===== src/rtl/regfile_2w2r.sv =====
// regfile_2w2r: 2-write / 2-read register file with a per-register busy scoreboard.
//
// Ports:
//   CLK, RSTn              clock (rising edge) and asynchronous active-low reset
//   Addr_A, Addr_B         read addresses, sampled every rising edge
//   Src, Dest              registered read data for ports A and B (1-cycle latency)
//   Busy_A, Busy_B         registered busy bits of the registers read on A and B
//   WR0/WAddr0/WData0      write port 0
//   WR1/WAddr1/WData1      write port 1 (wins over port 0 on an address clash)
//   Rsv/Rsv_Addr           reserve strobe; sets the busy bit of Rsv_Addr
//
// Parameters:
//   DATA_W    register width
//   ADDR_W    address width, depth = 2**ADDR_W
//   ZERO_REG  when nonzero, register 0 reads as 0, is never busy and ignores writes/reserves
//
// Build option:
//   REGFILE_BYPASS_EN  when defined, a read that hits a same-cycle write/reserve returns
//                      the post-update data and busy bit; otherwise the pre-update values.
module regfile_2w2r #(
  parameter int DATA_W   = 16,
  parameter int ADDR_W   = 4,
  parameter int ZERO_REG = 0
) (
  input  logic              CLK,
  input  logic              RSTn,
  input  logic [ADDR_W-1:0] Addr_A,
  input  logic [ADDR_W-1:0] Addr_B,
  output logic [DATA_W-1:0] Src,
  output logic [DATA_W-1:0] Dest,
  input  logic              WR0,
  input  logic [ADDR_W-1:0] WAddr0,
  input  logic [DATA_W-1:0] WData0,
  input  logic              WR1,
  input  logic [ADDR_W-1:0] WAddr1,
  input  logic [DATA_W-1:0] WData1,
  input  logic              Rsv,
  input  logic [ADDR_W-1:0] Rsv_Addr,
  output logic              Busy_A,
  output logic              Busy_B
);

  localparam int DEPTH   = 2 ** ADDR_W;
  localparam bit ZERO_EN = (ZERO_REG != 0);

  logic [DATA_W-1:0] regs [DEPTH];
  logic [DEPTH-1:0]  busy;

  logic              we0;
  logic              we1;
  logic              rsv_en;
  logic [DATA_W-1:0] src_next;
  logic [DATA_W-1:0] dest_next;
  logic              busy_a_next;
  logic              busy_b_next;

  // Register 0 is hard-wired when ZERO_REG is set, so its writes and
  // reserves are simply never enabled.
  assign we0    = WR0 && !(ZERO_EN && (WAddr0 == '0));
  assign we1    = WR1 && !(ZERO_EN && (WAddr1 == '0));
  assign rsv_en = Rsv && !(ZERO_EN && (Rsv_Addr == '0));

  // Storage and scoreboard. Port 1 is written after port 0 so it wins an
  // address clash; the reserve is applied after the write clears so a
  // same-cycle reserve leaves the register busy.
  always_ff @(posedge CLK or negedge RSTn) begin
    if (!RSTn) begin
      for (int i = 0; i < DEPTH; i++) begin
        regs[i] <= '0;
      end
      busy <= '0;
    end else begin
      if (we0) begin
        regs[WAddr0] <= WData0;
        busy[WAddr0] <= 1'b0;
      end
      if (we1) begin
        regs[WAddr1] <= WData1;
        busy[WAddr1] <= 1'b0;
      end
      if (rsv_en) begin
        busy[Rsv_Addr] <= 1'b1;
      end
    end
  end

  // Next read values: the stored contents, optionally overridden by the
  // updates committing at this same edge, with register 0 forced to zero.
  always_comb begin
    src_next    = regs[Addr_A];
    dest_next   = regs[Addr_B];
    busy_a_next = busy[Addr_A];
    busy_b_next = busy[Addr_B];
`ifdef REGFILE_BYPASS_EN
    if (we0 && (WAddr0 == Addr_A)) begin
      src_next    = WData0;
      busy_a_next = 1'b0;
    end
    if (we1 && (WAddr1 == Addr_A)) begin
      src_next    = WData1;
      busy_a_next = 1'b0;
    end
    if (rsv_en && (Rsv_Addr == Addr_A)) begin
      busy_a_next = 1'b1;
    end
    if (we0 && (WAddr0 == Addr_B)) begin
      dest_next   = WData0;
      busy_b_next = 1'b0;
    end
    if (we1 && (WAddr1 == Addr_B)) begin
      dest_next   = WData1;
      busy_b_next = 1'b0;
    end
    if (rsv_en && (Rsv_Addr == Addr_B)) begin
      busy_b_next = 1'b1;
    end
`endif
    if (ZERO_EN && (Addr_A == '0)) begin
      src_next    = '0;
      busy_a_next = 1'b0;
    end
    if (ZERO_EN && (Addr_B == '0)) begin
      dest_next   = '0;
      busy_b_next = 1'b0;
    end
  end

  // Registered read outputs, giving the one-cycle read latency.
  always_ff @(posedge CLK or negedge RSTn) begin
    if (!RSTn) begin
      Src    <= '0;
      Dest   <= '0;
      Busy_A <= 1'b0;
      Busy_B <= 1'b0;
    end else begin
      Src    <= src_next;
      Dest   <= dest_next;
      Busy_A <= busy_a_next;
      Busy_B <= busy_b_next;
    end
  end

endmodule

===== config.mk =====
export PLATFORM = sky130hd
export DESIGN_NAME = regfile_2w2r
export DESIGN_NICKNAME = d
export VERILOG_FILES = /design/src/rtl/regfile_2w2r.sv
export SDC_FILE = /design/constraint.sdc
export NUM_CORES = 1
export LEC_CHECK = 0
export CAP_MARGIN = 20
export CELL_PAD_IN_SITES_DETAIL_PLACEMENT = 1
export CELL_PAD_IN_SITES_GLOBAL_PLACEMENT = 2
export CORE_ASPECT_RATIO = 0.9
export CORE_MARGIN = 2
export CORE_UTILIZATION = 40
export CTS_CLUSTER_DIAMETER = 30
export DETAILED_ROUTE_END_ITERATION = 10
export GPL_TIMING_DRIVEN = 0
export HOLD_SLACK_MARGIN = 0.15
export PLACE_DENSITY = 0.86
export REMOVE_ABC_BUFFERS = 1
export SLEW_MARGIN = 5
export SYNTH_ARGS = -nofsm -noshare
export SYNTH_HDL_FRONTEND = slang
export SYNTH_SLANG_ARGS = --single-unit

===== constraint.sdc =====
create_clock -name CLK -period 2 [get_ports CLK]
set_clock_uncertainty 0.1 [all_clocks]
set_input_delay 0.4 -clock CLK [delete_from_list [all_inputs] [get_ports CLK]]
set_output_delay 0.4 -clock CLK [all_outputs]
set_load 0.005 [all_outputs]

After elaboration in Yosys (flattened, before gate mapping)
Cells that the tools add are included.
Widths: inputs -> output; s select.
- bits in registers: 306
- input port bits: 57
- logic and storage cells: 76
- magnitude comparators: 14
- multiplexer cells: 27
- bitwise gates (word level): 9
- reductions and logical operators: 5
- operators by type and width (cell ; count):
    $bwmux 256 ; 2
    $mux 256 ; 2
    $mux 16 ; 9
    $bmux 16 s4 ; 2
    $demux 16 s4 ; 2
    $and 16x16->16 ; 2
    $not 16->16 ; 2
    $lt 4x5->1 const B ; 5
    $ge 5x5->1 const B ; 4
    $not 4->5 ; 4
    $or 16x16->16 ; 1
    $demux 1 s4 ; 3
    $ge 4x1->1 const B ; 3
    $lt 5x1->1 const B ; 2
    $bmux 1 s4 ; 2
    $logic_and 1x1->1 ; 5
    $mux 1 ; 5

Logic depth before layout (Yosys ltp)
- depth after elaboration: 11
- gate-level depth with buffers: 7

Worst setup path before layout
No wires, ideal clock.
- kind: input -> register
- from: in Addr_B[0]
- to: reg Dest[3]
- library setup time: 0.123 ns
- data arrival time: 1.533 ns
- data required time: 1.777 ns
- setup slack: 0.244 ns
- stages: 5
- buffers on the path: 2
- cells stage by stage: buf_6 -> buf_2 -> mux4_2 -> a22oi_2 -> nand2_1
- cells in the longest elaborated chain, start to end: 4
- RTL lines (item ; line ; RTL):
    start, declared ; 28 ; input logic [ADDR_W-1:0] Addr_B,
    $not 4->5 (implied by the code) ; 91 ; dest_next = regs[Addr_B];
    $bmux 16 s4 ; 91 ;
    $mux 16 (implied by the code) (2 in a row) ; 91 ;
    named net dest_next[3] ; 53 ; logic [DATA_W-1:0] dest_next;
    end signal, assigned ; 137 ; Dest <= dest_next;
    end, declared ; 30 ; output logic [DATA_W-1:0] Dest,
The timed path passes the listed nets, and every way through them passes these cells. The select of a mux whose other input is x is not followed.

Worst setup path in the final report
- from: in WAddr0[1]
- to: reg regs[247] in the netlist's numbering
- cells in the longest elaborated chain, start to end: 9
- elaborated cells between the ends (all ways): 10
- classes of those cells: order compare (2); mux (6); bitwise (1); reduce/logical (1)
- RTL lines (item ; line ; RTL):
    start, declared ; 32 ; input logic [ADDR_W-1:0] WAddr0,
    $not 4->5 (implied by the code) (*) ; 74 ; regs[WAddr0] <= WData0;
    $ge 5x5->1 (implied by the code) or $lt 5x1->1 (tied branches) ; 74 ;
    $logic_and 1x1->1 (implied by the code) ; 74 ;
    $mux 16 (implied by the code) ; 74 ;
    $demux 16 s4 (*) ; 74 ;
    $bwmux 256 (*) ; 74 ;
    $mux 256 (*) ; 73 ; if (we0) begin
    $bwmux 256 ; 78 ; regs[WAddr1] <= WData1;
    $mux 256 (*) ; 77 ; if (we1) begin
    end signal, assigned by index ; 74 ;
    end signal, assigned by index ; 78 ;
    end, declared ; 46 ; logic [DATA_W-1:0] regs [DEPTH];
Every way passes the cells marked *; elsewhere a longest branch is shown, timed or not.

==> metrics.md <==
| Metric | Value |
|---|---|
| Final setup vio count | 5 |
| Post-Syn Instances | 1,972 |
| TritonRoute pass-1 iters | 5 |
| Clk sink count | 306 |
| Fin nets | 1,973 |
| Gr ovfl total | 0 |
| Clk_lat worst skew | 0.61 ns |
| Pre-CTS worst setup slack | -1.19 ns |
| Die Area | 49,000 um2 |
| Maximum VDD drop | 0.658 mV |
| Synth top area share | 40.5% |
| Clock buffer count from CTS | 84 |
| Routed vias | 19,700 |
| Mean post-synth cell area | 9.59 um2 |
| Wirelength, routed | about 90,000 um |
| R2r worst-path depth | 3 |
| # fillers | 4,953 |
| Initial DRC count | 2,777 |
| Yosys top cell by area | dfrtp_1 |
| Synth area leaders | dfrtp_1 (40%), mux4_2 (16%), a31oi_1 (8.5%) |
| Synth top cells by count | dfrtp_1 (306), nand3_1 (258), a31oi_1 (256), nor3_1 (256), clkbuf_1 (215) |
| Post-synth EDFFs | 0 |
| Final instance area | 23,800 um2 |
| Post-DRT Antenna Nets | 0 |
| Core area | 46,600 um2 |
| I/O pins | 91 |
| Number of global-route vias before repair | 21,500 |
| Count of pins over their slew limit | 0 |
| Synth Flop Type | dfrtp_1 |
| WL/cell | 35.1 um |
| Crit path time final | 2.03 ns |
| #FFs+latches synth | 306 |
| Crit path DAT | about 2.4 ns |
| Crit-path max FO | 44 |
| Count of cell types in the netlist | 31 |
| GPL Wtd Cong | 0.800 |
| CP Capture Type | register |
| Max_slew headroom | 28.2% |
| Register area share after synthesis | approximately 40% |
| Least-Margin Pin Slew | 1.08 ns |
| Layout area overhead | 25.7% |
| Failing checks | negative setup slack |
| Antenna violations before repair | 0 |
| Hold_ws | around 0.19 ns |
| Clock transition at path regs | 0.05 ns |
| Mapped Area | 18,900 um2 |
| Average vias per placed instance | 7.57 |
| Total track usage | 37.0% |
| CTS max path bufs | 3 |
| PD cells | 1190 nW/um2 |
| Most frequent cell after synthesis | dfrtp_1 |
| Dpl hpwl | 47,300 um |
| Hold Vio Cnt, Final | 0 |
| Die height | 210 um |
| Die X | 233 um |
| Final worst slack | -0.0342 ns |
| Max cap viols | 0 |
| Worst Path Class, Setup | input port to register |
| Rows | 75 |
| Layout cells sized above 1 | 21.5% |
| CTS HTree Levels | 3 |
| Crit start category | input port |
| First-pass GRT wire length | between 100,000 and 150,000 um |
| Crit share post-route | 102% |
| Root Buffer | clkbuf_16 |
| Status | finished, violations left |
| Synth Warn # | 0 |
| Static Leakage | 8.49 nW |
| Initial Util | just over 40% |
| DRC | 0 |
| Placed cell area | 20,800 um2 |
| Hold Path Class | input port to async pin |
| Async S/R FF share, synth | 100% |
| CTS tree | built |
| Quantity of I/O buffers inserted on ports | 90 |
| Achievable Freq | between 0.4 and 0.5 GHz |
| Largest net degree at the start of global routing | 98 |
| RSZ-0062 raised after global routing | true |
| WP data required | 2.38 ns |
-- final cells by class --
cell class	count	area, um2	area share (%)
Sequential cell	306	7660	32.2
Antenna cell	2	5.00	0.0211
Clock buffer	122	2480	10.4
Multi-Input combinational cell	1359	10100	42.5
Clock inverter	29	339	1.43
Timing Repair Buffer	165	2420	10.2
Tap cell	616	771	3.24
-- critical path: stages --
cell	delay, ns
clkdlybuf4s15_1	0.71
or2_4	0.49
buf_16	0.32
o21ai_1	0.14
a31oi_1	0.33
-- cell usage in the layout, fill, tap and decap left out, types with 19 or more instances in the layout --
cell type | netlist | final
a22oi_1 | 49 | 49
a22oi_2 | 19 | 19
a31oi_1 | 256 | 256
buf_16 | 0 | 35
clkbuf_16 | 0 | 86
clkbuf_8 | 0 | 19
clkdlybuf4s50_1 | 0 | 75
dfrtp_1 | 306 | 306
mux4_2 | 136 | 136
nand2_1 | 53 | 51
nand3_1 | 258 | 256
nor3_1 | 256 | 256
o21ai_0 | 196 | 192
o21ai_1 | 60 | 64
-- registers in the layout, summed over array words and instances, names as in the netlist --
| signal | flops |
|---|---|
| regs | 256 |
| Dest | 16 |
| Src | 16 |
| busy | 16 |
| Busy_A | 1 |
| Busy_B | 1 |
-- power breakdown --
part,switching (mW),total [mW],internal [mW]
clock,4.17,13.5,9.35
sequential,1.15,8.93,7.78
combinational,2.93,5.88,2.96
total,8.25,28.3,20.1
-- per-stage QoR --
step	cells	util, %	total power, mW	TNS [ns]
after floorplan	1657	-	11.9	-260.81
after global placement	2363	41.1	14.0	-5560.64
after detailed placement	2426	44.5	14.5	-278.09
after CTS	2593	50.9	28.1	-0.0716
after global routing	2597	51.0	29.2	-0.0102
final	2599	51.0	28.3	-0.0871
-- cell families (layout without fill, tap and decap cells) --
family                 count (synthesis)  after routing  synth area share (%)
buffers and inverters                315            316                  7.58
AOI/OAI and AO/OA                    596            596                  19.3
other                                  0              2                     0
and+or+nand+nor                      619            627                  16.5
muxes                                136            136                  16.2
DFF                                  306            306                  40.5
-- worst paths after layout --
path	endpoint	slack (ns)	startpoint
max in group asynchronous	Dest[11]	0.71	RSTn
min reg2reg	busy[15]	0.45	busy[15]
min	regs[168]	0.19	RSTn
max reg2reg	Src[7]	0.45	regs[247]
max	regs[247]	-0.03	WAddr0[1]
min in group CLK	busy[15]	0.45	busy[15]
-- what timing repair did --
item	in CTS	in global routing
pin swaps	3	4
endpoints found under the hold margin	306	0
setup endpoints to repair	272	134
buffers inserted	9	2
gates resized for setup	48	13
cloned	6	2
hold buffers	1	0
-- metal layers --
metal  GRT usage [%]  vias to the layer above  wire length [um]
met2            56.6                     1625             40900
met5               0                        -                 0
met4            25.0                        0              6930
li1                -                     7528                 -
met3            10.5                      529             10500
met1            45.6                    10000             32700
No activity file was read; power rests on OpenSTA's default activity.
